===== src/rtl/synth_pkg.sv =====
// rtl/synth_pkg.sv - shared types and defaults for the synth verification blocks
// Contents: fm_state_e (IDLE, ARM, MEASURE), FM_WIDTH, FM_MIN_PERIOD.
package synth_pkg;

  typedef enum logic [1:0] {
    IDLE    = 2'd0,
    ARM     = 2'd1,
    MEASURE = 2'd2
  } fm_state_e;

  localparam int unsigned FM_WIDTH      = 16;
  localparam int unsigned FM_MIN_PERIOD = 2;

endpackage


===== src/rtl/edge_sync.sv =====
// rtl/edge_sync.sv - 2-flop synchronizer with registered rising-edge pulse
// Ports:
//   clk      in   system clock
//   rst      in   synchronous active-high reset
//   async_i  in   asynchronous level input
//   pulse_o  out  one-cycle pulse, 3 cycles after a 0->1 on async_i
module edge_sync (
  input  logic clk,
  input  logic rst,
  input  logic async_i,
  output logic pulse_o
);

  logic [1:0] sync_q;
  logic       hist_q;
  logic       pulse_q;

  always_ff @(posedge clk) begin
    if (rst) begin
      sync_q  <= 2'b00;
      hist_q  <= 1'b0;
      pulse_q <= 1'b0;
    end else begin
      sync_q  <= {sync_q[0], async_i};
      hist_q  <= sync_q[1];
      pulse_q <= sync_q[1] & ~hist_q;
    end
  end

  assign pulse_o = pulse_q;

endmodule


===== src/rtl/freq_meter.sv =====
// rtl/freq_meter.sv - measures tone period in clk cycles with lock and timeout
// Optional: FREQ_METER_AVG_EN reports the average of every 4 accepted periods.
// Ports:
//   clk           in   system clock
//   rst           in   synchronous active-high reset
//   en            in   measurement enable; low forces IDLE
//   tone_in       in   asynchronous tone under test
//   period        out  last reported period (WIDTH bits)
//   period_valid  out  one-cycle pulse when period updates
//   locked        out  period stable for LOCK_COUNT consecutive measurements
//   timeout       out  one-cycle pulse when the counter saturates without an edge
module freq_meter
  import synth_pkg::*;
#(
  parameter int unsigned WIDTH      = FM_WIDTH,
  parameter int unsigned MIN_PERIOD = FM_MIN_PERIOD,
  parameter int unsigned TOL        = 1,
  parameter int unsigned LOCK_COUNT = 3
) (
  input  logic             clk,
  input  logic             rst,
  input  logic             en,
  input  logic             tone_in,
  output logic [WIDTH-1:0] period,
  output logic             period_valid,
  output logic             locked,
  output logic             timeout
);

  localparam int unsigned      LW       = $clog2(LOCK_COUNT + 1);
  localparam logic [WIDTH-1:0] CNT_MAX  = '1;
  localparam logic [WIDTH-1:0] MIN_V    = WIDTH'(MIN_PERIOD);
  localparam logic [WIDTH-1:0] TOL_V    = WIDTH'(TOL);
  localparam logic [LW-1:0]    LOCK_MAX = LW'(LOCK_COUNT);

  fm_state_e        state_q, state_d;
  logic [WIDTH-1:0] cnt_q, cnt_d;
  logic [WIDTH-1:0] period_q, period_d;
  logic [WIDTH-1:0] last_q, last_d;
  logic [LW-1:0]    lock_q, lock_d;
  logic             valid_q, valid_d;
  logic             locked_q, locked_d;
  logic             timeout_q, timeout_d;

  logic             tone_edge;
  logic             accept;
  logic             stable;
  logic [WIDTH-1:0] diff;

  edge_sync u_sync (
    .clk     (clk),
    .rst     (rst),
    .async_i (tone_in),
    .pulse_o (tone_edge)
  );

  assign accept = tone_edge && (cnt_q >= MIN_V);
  assign diff   = (cnt_q >= last_q) ? (cnt_q - last_q) : (last_q - cnt_q);
  // lock_q == 0 marks the first accepted period since ARM; it is never "stable".
  assign stable = (lock_q != '0) && (diff <= TOL_V);

`ifdef FREQ_METER_AVG_EN
  logic [WIDTH+1:0] sum_q, sum_d;
  logic [WIDTH+1:0] sum_n;
  logic [1:0]       nsamp_q, nsamp_d;

  assign sum_n = sum_q + {2'b00, cnt_q};
`endif

  always_comb begin
    state_d   = state_q;
    cnt_d     = cnt_q;
    period_d  = period_q;
    last_d    = last_q;
    lock_d    = lock_q;
    locked_d  = locked_q;
    valid_d   = 1'b0;
    timeout_d = 1'b0;
`ifdef FREQ_METER_AVG_EN
    sum_d     = sum_q;
    nsamp_d   = nsamp_q;
    // Any cycle outside MEASURE discards a partial average.
    if (state_q != MEASURE) begin
      sum_d   = '0;
      nsamp_d = 2'd0;
    end
`endif
    if (!en) begin
      state_d  = IDLE;
      cnt_d    = WIDTH'(1);
      lock_d   = '0;
      locked_d = 1'b0;
    end else begin
      case (state_q)
        IDLE: begin
          cnt_d    = WIDTH'(1);
          lock_d   = '0;
          locked_d = 1'b0;
          state_d  = ARM;
        end
        ARM: begin
          if (tone_edge) begin
            cnt_d   = WIDTH'(1);
            state_d = MEASURE;
          end
        end
        MEASURE: begin
          // An accepted edge takes priority over saturation.
          if (accept) begin
            cnt_d    = WIDTH'(1);
            last_d   = cnt_q;
            lock_d   = stable ? ((lock_q == LOCK_MAX) ? lock_q : lock_q + LW'(1)) : LW'(1);
            locked_d = (lock_d == LOCK_MAX);
`ifdef FREQ_METER_AVG_EN
            if (nsamp_q == 2'd3) begin
              period_d = sum_n[WIDTH+1:2];
              valid_d  = 1'b1;
              sum_d    = '0;
              nsamp_d  = 2'd0;
            end else begin
              sum_d   = sum_n;
              nsamp_d = nsamp_q + 2'd1;
            end
`else
            period_d = cnt_q;
            valid_d  = 1'b1;
`endif
          end else if (cnt_q == CNT_MAX) begin
            timeout_d = 1'b1;
            locked_d  = 1'b0;
            lock_d    = '0;
            state_d   = ARM;
          end else begin
            cnt_d = cnt_q + WIDTH'(1);
          end
        end
        default: state_d = IDLE;
      endcase
    end
  end

  always_ff @(posedge clk) begin
    if (rst) begin
      state_q   <= IDLE;
      cnt_q     <= WIDTH'(1);
      period_q  <= '0;
      last_q    <= '0;
      lock_q    <= '0;
      valid_q   <= 1'b0;
      locked_q  <= 1'b0;
      timeout_q <= 1'b0;
`ifdef FREQ_METER_AVG_EN
      sum_q     <= '0;
      nsamp_q   <= 2'd0;
`endif
    end else begin
      state_q   <= state_d;
      cnt_q     <= cnt_d;
      period_q  <= period_d;
      last_q    <= last_d;
      lock_q    <= lock_d;
      valid_q   <= valid_d;
      locked_q  <= locked_d;
      timeout_q <= timeout_d;
`ifdef FREQ_METER_AVG_EN
      sum_q     <= sum_d;
      nsamp_q   <= nsamp_d;
`endif
    end
  end

  assign period       = period_q;
  assign period_valid = valid_q;
  assign locked       = locked_q;
  assign timeout      = timeout_q;

endmodule


===== config.mk =====
export PLATFORM = sky130hd
export DESIGN_NAME = freq_meter
export DESIGN_NICKNAME = d
export VERILOG_FILES = /design/src/rtl/synth_pkg.sv /design/src/rtl/edge_sync.sv /design/src/rtl/freq_meter.sv
export SDC_FILE = /design/constraint.sdc
export NUM_CORES = 1
export LEC_CHECK = 0
export BUFFER_PORTS_ARGS = -buffer_cell sky130_fd_sc_hd__buf_2
export CORE_MARGIN = 2
export CORE_UTILIZATION = 55
export DETAILED_ROUTE_END_ITERATION = 8
export GPL_TIMING_DRIVEN = 0
export PLACE_DENSITY_LB_ADDON = 0.3
export SYNTH_ARGS = -nofsm -noshare
export SYNTH_HDL_FRONTEND = slang
export SYNTH_SLANG_ARGS = --single-unit

===== constraint.sdc =====
create_clock -name clk -period 6.8 [get_ports clk]
set_input_delay 0.34 -clock clk [delete_from_list [all_inputs] [get_ports clk]]
set_output_delay 0.34 -clock clk [all_outputs]
set_load 0.005 [all_outputs]

==> impl_results.md, run 1 <==
* CP Data Arrival Time at 3950 ps
* Cell with the most instances after synthesis: nor2_1
* Total gr overflow at 0
* Largest stage delay, worst path at 510 ps
* Synth warn at 0
* Vert. Die Dim at between 80 and 90 µm
* Crit start category: flop
* Final setup vio count at 0
* Cell variety after synth at 50
* Routability Congestion at about 0.96
* Antenna Cells at 0
* Via density per instance at around 5.8
* Most used cell, CP: or4_1
* Root buffer selected by CTS: clkbuf_8
* Non-Filler Instances at about 540
* CP Class: reg2reg
* Post-CTS Resized at 0
* Post-route ant nets at 0
* Top cell type's share of synthesized area at 25.36%
* Antenna violations before repair at 0
* Ratio of cells with drive above 1 in the final layout at approximately 8.1%
* Worst-path clk slew at 80 ps
* Post-CTS Setup Inserts at 0
* Worst hold stages at 2
* VDD IR-drop max at 0.0001331 V
* Worst-Skew Late Latency at 290 ps
* Vias in the first global route at roughly 2900
* Critical path fanouts, max at 7
* Reg2Reg Depth at 12
* Ports at 23
* Leakage at ~0.0015 µW
* Bufs on Longest Clock Path at 2
* Min Hold Slack at approximately 270 ps
* Rows at 28
* Tcrit/Tclk final at a little over half
* Initial Util at 57.00%
* H-tree Lvls at 2
* Final hold vios at 0
* Placed insts at roughly 540
* CP Depth at 12
* Ranking of synthesized cells by area: dfxtp_1 (25%), ha_1 (12%), nor2_1 (6.0%)
* Storage element area at 860.8 µm²
* Slew Limit Fails at 0
* Dpl cell area at 3598 µm²
* Vias post-DR at 3153
* Pre-Repair DR Iteration Count at 4
* DIE AREA at between 6000 and 7000 µm²
* Cells after Synth at ~440
* Clk sink count at between 40 and 50
* Final instance area at roughly 3700 µm²
* Syn Std Cell Area at 3395 µm²
* Total Power at about 420 µW
* Slew @ Worst Pin at between 700 and 800 ps
* Outcome: finished, final reports clean
* Fmax achieved at ~270 MHz
* Critical path required time at 7030 ps
* Area Overhead vs Synth at 8.514%
* Critical path endpoint category: flop
* Register area share after synthesis at between 20 and 30%
* Total Wirelength at between 8000 and 9000 µm
* Max-cap violations at 0
* Post-synth top cells: nor2_1 (54), dfxtp_1 (43), inv_1 (39), a21oi_1 (33), ha_1 (33)
* Synth Register Bits at 43
* Total Nets Final at approximately 510
* WP buf/inv at 1
* Setup slack, reg-to-reg at 3080 ps
* Syn Area/Cell at between 7 and 8 µm²
* RSZ-0062 raised after global routing: false
* Setup_tns at 0 ps
* First-pass GRT wire length at 13730 µm
* Async SR Flop Fraction at 0%
* Delay-heaviest family, CP: simple AND/OR/NAND/NOR gates
* Layout fillers at about 540
* CTS tree: done
* I/O Buffers at 22
* Detailed-route DRC error count at 0
* Hold_buf cts at 0
* Multi-input gate area at 2306 µm²
* Pin count of the biggest net entering global routing at 14
* Highest-delay cell along the critical path: dfxtp_1
* Tot GR Track Use at between 20% and 30%
* Clk_skew at between 8 and 9 ps
* Slew margin rel. at 50.59%
* Post-synth EDFFs at 0
* Hpwl dp at just under 7000 µm
* Main synth FF type: dfxtp_1
* CTS Buf Count at 5
* Area leader, netlist: dfxtp_1
* Hold Crit Class: in2reg
* Core area at between 5000 and 6000 µm²
* Initial DRC count at around 220
* Crit-path cells: ha_1 -> inv_1 -> fa_1 -> a21oi_4 -> o21ba_2 -> xnor2_1 -> nor4_2 -> o2111ai_1 -> or4_1 -> or4_1 -> a211oi_1 -> a31o_1
* Die width at about 83 µm
* PD cells at around 110 nW/µm²
* Final min period at between 3000 and 4000 ps
* DR WL/cell at between 15 and 20 µm
* Syn nets at ~480
==> worst register-to-register path, stage by stage, from the launching register on <==
cell       delay (ps)
dfxtp_1           510
ha_1              330
inv_1              80
fa_1              440
a21oi_4           170
o21ba_2           150
xnor2_1            60
nor4_2            310
o2111ai_1         170
or4_1             410
or4_1             470
a211oi_1          360
a31o_1            200
==> cell usage in the layout, fill, tap and decap left out, drive strengths merged, types with 2 or more instances in the layout <==
| cell type | netlist | final |
|---|---|---|
| a211oi | 3 | 3 |
| a21o | 10 | 10 |
| a21oi | 34 | 34 |
| a22o | 2 | 2 |
| a31oi | 2 | 2 |
| and2 | 4 | 4 |
| and3 | 2 | 2 |
| buf | 4 | 26 |
| clkbuf | 13 | 19 |
| dfxtp | 43 | 43 |
| fa | 2 | 2 |
| ha | 33 | 33 |
| inv | 39 | 39 |
| mux2i | 19 | 19 |
| nand2 | 30 | 30 |
| nand2b | 6 | 6 |
| nand3 | 6 | 6 |
| nand3b | 3 | 3 |
| nand4 | 14 | 14 |
| nor2 | 54 | 54 |
| nor2b | 10 | 10 |
| nor3 | 9 | 9 |
| nor4 | 8 | 8 |
| o2111ai | 4 | 4 |
| o211ai | 3 | 3 |
| o21a | 3 | 3 |
| o21ai | 28 | 28 |
| o21ba | 2 | 2 |
| o22ai | 2 | 2 |
| or2 | 2 | 2 |
| or3 | 2 | 2 |
| or4 | 2 | 2 |
| xnor2 | 20 | 20 |
| xor2 | 10 | 10 |
==> registers in the layout, summed over array words and instances (netlist names) <==
signal and count:
cnt_q 16, last_q 16, lock_q 2, state_q 2, u_sync.sync_q 2, locked 1
period_valid 1, timeout 1, u_sync.hist_q 1, u_sync.pulse_o 1
==> final timing paths <==
path / from / to
setup / recovery: cnt_q[0] / locked
hold / removal: tone_in / u_sync.sync_q[0]
setup reg to reg: cnt_q[0] / locked
hold reg to reg: u_sync.hist_q / u_sync.pulse_o
==> through the flow <==
stage	util, %	worst slack (ps)
after floorplan	-	3669
after global placement	60.42	3193
after detailed placement	60.42	3139
after CTS	61.85	3117
after global routing	61.85	2881
final	61.85	3085
==> report_power, final <==
part / internal (µW) / switching [µW]
sequential: 253 / 0.822
clock: 71.8 / 85.4
combinational: 2.80 / 5.90
total: 327 / 92.1
==> kinds of logic (layout without fill, tap and decap cells) <==
group | after synthesis | count (layout) | synth area share [%]
fa+ha+maj | 35 | 35 | 13.34
compound gates | 103 | 103 | 19.35
simple gates | 153 | 153 | 21.89
xor+xnor | 30 | 30 | 7.740
buf+inv | 56 | 86 | 6.708
mux | 19 | 19 | 5.603
flops | 43 | 43 | 25.36
==> metal layers <==
| layer | up-vias | track usage [%] | part of all wire [%] |
|---|---|---|---|
| met4 | 0 | 7.049 | 1.3 |
| met2 | 95 | 42.50 | 46 |
| met5 | - | 0 | 0 |
| li1 | 1581 | - | - |
| met1 | 1464 | 36.24 | 48 |
| met3 | 13 | 3.370 | 4.8 |
==> cell type report <==
| class | instances | share of cell area, % |
|---|---|---|
| Multi-Input combinational cell | 340 | 62.60 |
| Buffer | 17 | 2.208 |
| Clock buffer | 6 | 1.970 |
| Clock inverter | 2 | 0.3397 |
| Timing Repair Buffer | 22 | 2.989 |
| Sequential cell | 43 | 23.37 |
| Inverter | 39 | 3.974 |
| Tap cell | 75 | 2.548 |
Power figures use the tool's default switching activity.
==> inputs of run 2 (changes only) <==
==> constraint.sdc (replaced) <==
create_clock -name clk -period 3.59 [get_ports clk]
set_input_delay 0.1795 -clock clk [delete_from_list [all_inputs] [get_ports clk]]
set_output_delay 0.1795 -clock clk [all_outputs]
set_load 0.005 [all_outputs]
==> run 2 against run 1 <==
Compared with the run above: sequential share of layout area is 0.11 points lower; power is 89% higher; register-to-register slack worse by 2900 ps; fmax is 9.4% higher; sequential power is 89% higher; die area stayed put; largest cell class unchanged.
==> impl_results.md, run 2 (synthesis results as in run 1) <==
* Outcome: finished, final reports clean
* PD cells at between 200 and 250 nW/µm²
* Pre-Repair DR Iteration Count at 5
* Setup slack, reg-to-reg at 190 ps
* Detailed-route DRC error count at 0
* Slew margin rel. at about half
* Most frequent cells in the layout: nor2_1 (54), dfxtp_1 (41), inv_1 (39), a21oi_1 (33), ha_1 (32)
* Via density per instance at 5.881
* Total Wirelength at approximately 8600 µm
* Ratio of cells with drive above 1 in the final layout at 9.595%
* Core Util, Final at 62.31%
* Setup ws final at approximately 190 ps
* Initial Util at 57.00%
* Worst-path clk slew at about 80 ps
* Rows at 28
* Top Registers: cnt_q (16), last_q (16)
* Antenna violations before repair at 0
* Final min period at 3398 ps
* Ports at 23
* Pin count of the biggest net entering global routing at 14
* Final hold vios at 0
* H-tree Lvls at 2
* DR WL/cell at approximately 16 µm
* Vias post-DR at 3199
* Storage element area at approximately 860 µm²
* RSZ-0062 raised after global routing: false
* Vias in the first global route at between 2000 and 3000
* DIE AREA at 6816 µm²
* First-pass GRT wire length at 13730 µm
* Crit start category: flop
* Slew @ Worst Pin at 742.0 ps
* CP Class: reg2reg
* Clk_skew at about 8 ps
* Critical path fanouts, max at 7
* Crit-path cells: inv_1 -> ha_1 -> inv_1 -> fa_1 -> xnor2_1 -> o21ai_0 -> nor3_1 -> o2111ai_1 -> a2111o_1 -> nor4_1 -> nand4_1 -> a211o_1 -> a22o_1
* Critical path endpoint category: flop
* Tcrit/Tclk final at between 90 and 100%
* Leakage at about 0.0016 µW
* Max-cap violations at 0
* Critical path required time at 3770 ps
* Tot GR Track Use at 26.08%
* Worst-Skew Late Latency at a little under 300 ps
* CTS tree: done
* CTS Buf Count at 5
* I/O Buffers at 22
* Highest-delay cell along the critical path: fa_1
* VDD IR-drop max at approximately 0.00025 V
* WP buf/inv at 2
* Final setup vio count at 0
* Post-route ant nets at 0
* Largest stage delay, worst path at between 400 and 500 ps
* Hpwl dp at between 6000 and 7000 µm
* Die width at ~83 µm
* Vert. Die Dim at approximately 83 µm
* Clk sink count at 43
* Hold Crit Class: in2reg
* Multi-input gate area at 2330 µm²
* Dpl cell area at between 3000 and 4000 µm²
* Dpl ws at -70.73 ps
* Core area at 5956 µm²
* Most common library cell in the layout ignoring fill and taps: nor2_1
* Post-CTS Setup Inserts at 0
* CP Data Arrival Time at around 3600 ps
* Total gr overflow at 0
* Most used cell, CP: inv_1
* Placed insts at between 500 and 600
* Non-Filler Instances at about 540
* Bufs on Longest Clock Path at 2
* Root buffer selected by CTS: clkbuf_8
* Slew Limit Fails at 0
* Final instance area at 3711 µm²
* Routability Congestion at 0.9640
* Delay-heaviest family, CP: compound AO/OA/AOI/OAI gates
* Initial DRC count at 239
* Fmax achieved at between 200 and 300 MHz
* Antenna Cells at 0
* Layout fillers at ~540
* Hold_buf cts at 0
* Total Nets Final at 507
* Area Overhead vs Synth at 9.325%
run 2: per-layer routing:
metal	routed length (µm)	track usage, %	vias up
li1	-	-	1585
met1	3985	36.24	1477
met2	3983	42.50	120
met3	501	3.370	17
met4	132	7.049	0
met5	0	0	-
run 2: path summary, 6_finish.rpt:
kind | startpoint | endpoint | cells past startpoint
worst min register to register | u_sync.hist_q | u_sync.pulse_o | 1
worst max register to register | cnt_q[0] | lock_q[0] | 13
worst min-delay path | tone_in | u_sync.sync_q[0] | 2
worst max-delay path | cnt_q[0] | lock_q[0] | 13
run 2: report_power, final:
| group | switching, µW | internal (µW) | total, µW | leakage, µW |
|---|---|---|---|---|
| Clock | 161 | 136 | 297 | 0.0000412 |
| Sequential | 1.56 | 479 | 480 | 0.000347 |
| Combinational | 11.3 | 5.33 | 16.6 | 0.00117 |
run 2: per-stage QoR:
step,hold WS (ps),TNS [ps],total power (µW)
6_report,110.6,0,793.9
3_3_place_gp,376.1,-23.87,507.4
2_1_floorplan,284.4,0,501.9
5_1_grt,92.82,0,825.5
3_5_place_dp,381.9,-153.9,508.1
4_1_cts,94.97,0,801.1
run 2: area by class of cell:
type / count / area share (%)
tap: 75 / 2.529
clock inverter: 2 / 0.3372
sequential: 43 / 23.26
buffer: 17 / 2.225
inverter: 39 / 3.945
multi-input combinational: 340 / 62.78
timing repair buffer: 22 / 2.967
clock buffer: 6 / 1.955
run 2: repair_timing:
item	in CTS	in global routing
cloned	0	0
pin swaps	0	1
resized for setup	1	8
endpoints found under the setup margin	3	3
